===== src/rtl/simple_pkg.sv =====
// Shared definitions for the simple 16-bit pipeline: data widths, the NOP
// encoding and the address/instruction types used by PC, fetch and decode.
package simple_pkg;

  localparam int WIDTH = 16;

  typedef logic [WIDTH-1:0] addr_t;
  typedef logic [WIDTH-1:0] instr_t;

  localparam instr_t NOP = 16'h0000;

endpackage


===== src/rtl/fetch_skid_buffer.sv =====
// One-entry capture/hold register for the instruction memory read data.
// Capture only fills an empty slot; clear wins over capture.
module fetch_skid_buffer #(
  parameter int WIDTH = simple_pkg::WIDTH
) (
  input  logic             clock,
  input  logic             reset,
  input  logic             capture,
  input  logic             clear,
  input  logic [WIDTH-1:0] data_in,
  output logic [WIDTH-1:0] data_out,
  output logic             valid
);

  always_ff @(posedge clock or negedge reset) begin
    if (!reset) begin
      valid    <= 1'b0;
      data_out <= '0;
    end else if (clear) begin
      valid <= 1'b0;
    end else if (capture && !valid) begin
      valid    <= 1'b1;
      data_out <= data_in;
    end
  end

endmodule


===== src/rtl/fetch_stage.sv =====
// Instruction-fetch stage: drives the synchronous instruction memory with pc,
// tracks the in-flight word, absorbs stalls with a skid slot and registers IF/ID.
module fetch_stage #(
  parameter int                              WIDTH = simple_pkg::WIDTH,
  parameter logic [simple_pkg::WIDTH-1:0]    NOP   = simple_pkg::NOP
) (
  input  logic             clock,
  input  logic             reset,
  input  logic [WIDTH-1:0] pc,
  input  logic [WIDTH-1:0] pcPlusOne,
  input  logic             branchFlag,
  input  logic             stall,
  output logic [WIDTH-1:0] imemAddr,
  input  logic [WIDTH-1:0] imemRdata,
  output logic             ce,
  output logic [WIDTH-1:0] ir,
  output logic [WIDTH-1:0] irPcPlusOne,
  output logic             irValid
);

  import simple_pkg::*;

  // Pending slot: describes the word currently presented on imemRdata.
  logic             pendValid;
  logic [WIDTH-1:0] pendPcPlusOne;

  logic             skidValid;
  logic [WIDTH-1:0] skidData;
  logic             skid_capture;
  logic             skid_clear;
  logic [WIDTH-1:0] next_word;

  assign imemAddr = pc;
  assign ce       = !stall;

  // The memory re-reads the held PC during a stall, so the in-flight word
  // must be captured on the first stalled edge or it is lost.
  assign skid_capture = stall && !branchFlag && pendValid;
  assign skid_clear   = branchFlag || !stall;
  assign next_word    = skidValid ? skidData : imemRdata;

  fetch_skid_buffer #(
    .WIDTH(WIDTH)
  ) u_skid (
    .clock   (clock),
    .reset   (reset),
    .capture (skid_capture),
    .clear   (skid_clear),
    .data_in (imemRdata),
    .data_out(skidData),
    .valid   (skidValid)
  );

  always_ff @(posedge clock or negedge reset) begin
    if (!reset) begin
      pendValid     <= 1'b0;
      pendPcPlusOne <= '0;
      ir            <= NOP;
      irPcPlusOne   <= '0;
      irValid       <= 1'b0;
    end else if (branchFlag) begin
      // irPcPlusOne deliberately holds across a flush.
      pendValid <= 1'b0;
      ir        <= NOP;
      irValid   <= 1'b0;
    end else if (!stall) begin
      ir            <= pendValid ? next_word : NOP;
      irValid       <= pendValid;
      irPcPlusOne   <= pendPcPlusOne;
      pendValid     <= 1'b1;
      pendPcPlusOne <= pcPlusOne;
    end
  end

endmodule


===== config.mk =====
export PLATFORM = sky130hd
export DESIGN_NAME = fetch_stage
export DESIGN_NICKNAME = d
export VERILOG_FILES = /design/src/rtl/simple_pkg.sv /design/src/rtl/fetch_skid_buffer.sv /design/src/rtl/fetch_stage.sv
export SDC_FILE = /design/constraint.sdc
export NUM_CORES = 1
export LEC_CHECK = 0
export CAP_MARGIN = 10
export CORE_ASPECT_RATIO = 1.4
export CORE_MARGIN = 5
export CORE_UTILIZATION = 25
export DETAILED_ROUTE_END_ITERATION = 10
export SYNTH_ARGS = -nofsm -noshare
export SYNTH_HDL_FRONTEND = slang
export SYNTH_SLANG_ARGS = --single-unit

===== constraint.sdc =====
create_clock -name clock -period 2.5 [get_ports clock]
set_input_delay 0.25 -clock clock [delete_from_list [all_inputs] [get_ports clock]]
set_output_delay 0.25 -clock clock [all_outputs]
set_load 0.01 [all_outputs]

======== Word level (Yosys, flattened, before mapping) ========
Cells that the tools add are included.
W data, S select, Z words.
storage, ports and cells
  output and inout bits ................... 50
  bits in latches ......................... 0
  memories kept ........................... 0
  flip-flop bits (word level) ............. 67
  bits in writable memories ............... 0
  bits of input ports ..................... 52
  memory bits (read-only) ................. 0
operators by class
  equal/unequal tests ..................... 1
  divide/modulo/power cells ............... 0
  reduce and logical (&&, ||, !) cells .... 10
  mux-type cells .......................... 10
  bitwise logic cells ..................... 3
  multiply operators ...................... 0
  add/sub/neg operators ................... 0
  shifts and indexed selects .............. 0
  order comparisons ....................... 0
operators by type and width
  cell                  count
  $mux W16              4
  $mux W1               6
  $reduce_and A2 Y1     2
  $logic_and A1 B1 Y1   3
  $logic_not A1 Y1      3
  $not A1 Y1            3
  $ne A2 B2 Y1 const B  1
  $reduce_bool A2 Y1    1
  $logic_or A1 B1 Y1    1

======== Depth between registers and ports, before layout ========
  depth in word-level cells ............... 6
  depth in mapped cells ................... 5
  depth with buffers taken out ............ 2

======== Cells and area by module ========
Synthesis repeated with hierarchy kept, for this count alone.
second synthesis, totals
  cell total of the unflattened synthesis .. 185
  area, all modules ....................... 2876.5 um^2
modules (own cells, without submodules)
  module             cells each  area each (um^2)  instances
  fetch_stage        148         2229.6            1
  fetch_skid_buffer  37          646.9             1

======== Least setup slack after synthesis ========
OpenSTA, ideal clock, no wires.
  kind .................................... reg2reg
  start point ............................. reg u_skid.valid
  end point ............................... reg u_skid.data_out[10]
  arrival time ............................ 1.357 ns
  clock period less this slack ............ 1.482 ns
  required time ........................... 2.375 ns
  slack ................................... 1.018 ns
  buffers on the path ..................... 3
  stages on the path, launching flop included .. 6
  library setup time ...................... 0.125 ns
  path through ............................ dfrtp_1 -> buf_6 -> nor4bb_4 -> buf_6 -> buf_12 -> mux2_4
between the ends
  longest elaborated chain between the ends .. 3
ends and longest elaborated chain
  element                             line                     source
  start: declaration                  fetch_skid_buffer.sv:12  output logic valid
  start signal: assignment            fetch_skid_buffer.sv:17  valid <= 1'b0;
  start signal: assignment            fetch_skid_buffer.sv:20  valid <= 1'b0;
  start signal: assignment            fetch_skid_buffer.sv:22  valid <= 1'b1;
  $logic_not A1 Y1                    fetch_skid_buffer.sv:21  end else if (capture && !valid) begin
  $logic_and A1 B1 Y1                 fetch_skid_buffer.sv:21
  $reduce_and A2 Y1 (no source line)  n/a
  end signal: assignment              fetch_skid_buffer.sv:23  data_out <= data_in;
  end: declaration                    fetch_skid_buffer.sv:11  output logic [WIDTH-1:0] data_out,
No other way between the ends.
A chain may end at the register's enable or synchronous reset.

======== Worst setup path in the final report ========
  start point ............................. in stall
  end point ............................... out ce
between the ends
  longest elaborated chain between the ends .. 1
ends and longest elaborated chain
  element             line               source
  start: declaration  fetch_stage.sv:12  input logic stall,
  $logic_not A1 Y1    n/a
  end: declaration    fetch_stage.sv:15  output logic ce,
No other way between the ends.

==> impl_metrics.csv <==
group,metric,value,unit
power_and_ir_drop,power.density,828.0,nW/um2
sta,fin_crit_sh,0.6947,
yosys,synthTopCellsByArea,"dfrtp_1, mux2_2, mux2i_1, mux2_4, o2bb2ai_1",
routing,ant_nets,0,
floorplanning,floorplan.initialDensity,0.2524,
global_route,grt_pass1_wl,9549,um
yosys,synth_edf_count,0,
floorplanning,ios,102,
power_and_ir_drop,pwr-share-seq,0.420,
min_path,hp-class,"input port to asynchronous set/reset pin",
sta,fin_skew,0.002676,ns
floorplanning,fp-row-count,46,
global_route,antenna_found_initial,0,
routing,wl_per_cell,15.02,um
clocking,clock_path_buffers,2,
power_and_ir_drop,leakage,1.596,nW
critical_path,slowest_stage,"clkdlybuf4s50_1",
global_route,track_usage,0.09338,
layout,finalNetCount,296,
critical_path,start_kind,"input port",
clocking,post-cts-setup-buffers,0,
yosys,netlist.area_leader.share,0.5919,
floorplanning,die_w,99.97,um
routing,wirelength,5873,um
layout,utilization,0.3468,
sta,setup-violations-final,0,
sta,tightest_slew,0.7938,ns
placement,place_area,3576,um2
yosys,synth_nets,235,
critical_path,slowest_delay,0.55,ns
yosys,synth_top_area_cell,"dfrtp_1",
clocking,cts_max_level,3,
clocking,cts_tree,"done",
yosys,syn_area,2833,um2
yosys,async_flop_share,1.000,
placement,dp.cells,377,
layout,area_growth,37.41,%
clocking,numCtsBuffers,9,
yosys,ys_types,18,
sta,maxSlewViolCount,0,
layout,stdcell_count,391,
placement,hpwl,4077,um
clocking,ctsHoldBuffers,0,
layout,layout-drive-gt1-share,0.2955,
critical_path,crit_chain,"clkdlybuf4s50_1 -> inv_1 -> clkdlybuf4s50_1",
outcome,outcome,"finished clean",
power_and_ir_drop,swShare,0.2153,
sta,rsz0062_at_grt,"no",
power_and_ir_drop,comb_power_share,0.165,
floorplanning,dieHeight,136.0,um
yosys,syn_area_per_cell,15.48,um2
sta,clock.fmax,0.5758,GHz
power_and_ir_drop,power.total,0.003223,W
clocking,clk_pin_slew,0.05,ns
clocking,cts_resized,0,
routing,drt_iter0_drc,16,
critical_path,timing_worst_setup_path_type,"input port to output port",
critical_path,critPathArrivalTime,1.49,ns
global_route,grt_pass1_vias,1854,
placement,portBuffers,69,
sta,maxSlewHeadroom,0.4708,
floorplanning,core-area,11220,um2
power_and_ir_drop,internal_power,0.002529,W
layout,final_common_cell,"clkdlybuf4s50_1",
power_and_ir_drop,ir_drop,323.7,uV
yosys,synth_seq_cells,67,
layout,fin_area,3892,um2
critical_path,end_kind,"output port",
critical_path,path_common_cell,"clkdlybuf4s50_1",
sta,fin_crit,1.737,ns
critical_path,cp.required,2.25,ns
clocking,clkSinkCount,67,
power_and_ir_drop,p_sw,0.0006938,W
critical_path,cp_max_fo,6,
global_route,grt_max_degree,36,
flow_run,maxCapViolations,0,
routing,drt-pass1-iter-count,4,
clocking,clockRootBuffer,"clkbuf_16",
global_route,overflow,0,
yosys,synth-seq-area-share,0.5919,
power_and_ir_drop,clkPwrFrac,0.416,
routing,vias,1669,
routing,drc,0,
yosys,ys.flop_type,"dfrtp_1",
yosys,syn-instance-count,183,
sta,setup_tns,0,ns
clocking,clock_latency,0.32,ns
yosys,synth_warnings,0,
layout,layout_common_cells,"clkdlybuf4s50_1, dfrtp_1, mux2_2, mux2i_1, o2bb2ai_1",
placement,gp_congestion,0.6474,
sta,finalHoldViolations,0,
floorplanning,die-area,13590,um2
layout,diodes,0,
routing,via_per_inst,4.269,
-- final timing paths --
check / from / end / slack [ns] / cells past startpoint
worst max-delay path: stall / ce / 0.76 / 3
worst min-delay path: reset / ir[12]$_DFFE_PN0N_ / 0.01 / 1
worst max register to register: u_skid.valid$_DFFE_PN0P_ / u_skid.data_out[2]$_DFFE_PN0P_ / 1.06 / 3
worst min register to register: ir[3]$_DFFE_PN0N_ / ir[3]$_DFFE_PN0N_ / 0.49 / 1
max in group asynchronous: reset / ir[5]$_DFFE_PN0N_ / 1.74 / 2
min in group clock: ir[3]$_DFFE_PN0N_ / ir[3]$_DFFE_PN0N_ / 0.49 / 1
-- power by group through the flow --
stage	clock network, W	registers, W	logic [W]
2_1_floorplan	0	0.00139	0.000263
3_3_place_gp	0	0.00137	0.000531
3_5_place_dp	0	0.00137	0.000541
4_1_cts	0.00139	0.00135	0.000545
5_1_grt	0.00143	0.00138	0.000575
6_report	0.00134	0.00135	0.000531
-- registers in the layout (all words and copies together), names as in the netlist --
signal / flops
irPcPlusOne: 16
ir: 16
pendPcPlusOne: 16
u_skid.data_out: 16
irValid: 1
pendValid: 1
u_skid.valid: 1
-- cells by family after synthesis --
family | count (synthesis) | share of synthesized area
DFF | 67 | 0.5919
muxes | 64 | 0.2606
buffers and inverters | 29 | 0.07420
AOI/OAI and AO/OA | 19 | 0.05698
and+or+nand+nor | 4 | 0.01634
-- metal layers --
layer,wire length (um),GRT usage,share of wire,vias to the layer above
met2,2878,0.1448,0.49,52
met1,2475,0.1088,0.42,847
met4,70,0.03948,0.012,0
met3,449,0.04671,0.076,10
met5,0,0,0,-
li1,-,-,-,760
-- metrics by stage --
step                hold WS, ns  setup WS (ns)
floorplan              -0.04559          1.018
global placement         0.3782         0.5867
detailed placement       0.4042         0.5148
CTS                     0.04009         0.7215
global route            0.09468         0.6684
finish                  0.01058         0.7634
-- worst max-delay path, delay by kind of cell --
family / cells / cell delay, ns
buffers and inverters: 3 / 1.23
-- synthesized netlist by cell type, types with 2 or more instances --
cell type  count
dfrtp_1       67
mux2_2        38
buf_4         16
mux2i_1       16
o2bb2ai_1     16
mux2_4        10
buf_2          7
buf_6          2
inv_1          2
-- cell type report --
class                   instances  area, um2
clock buffers                  12      256.5
clock inverters                 2      60.06
fillers                      1109       7331
inverters                       2      7.507
multi-input cells              87      953.4
flip-flops and latches         67       1677
well taps                     144      180.2
repair buffers                 77      758.2
(Power assumes the default switching activity.)
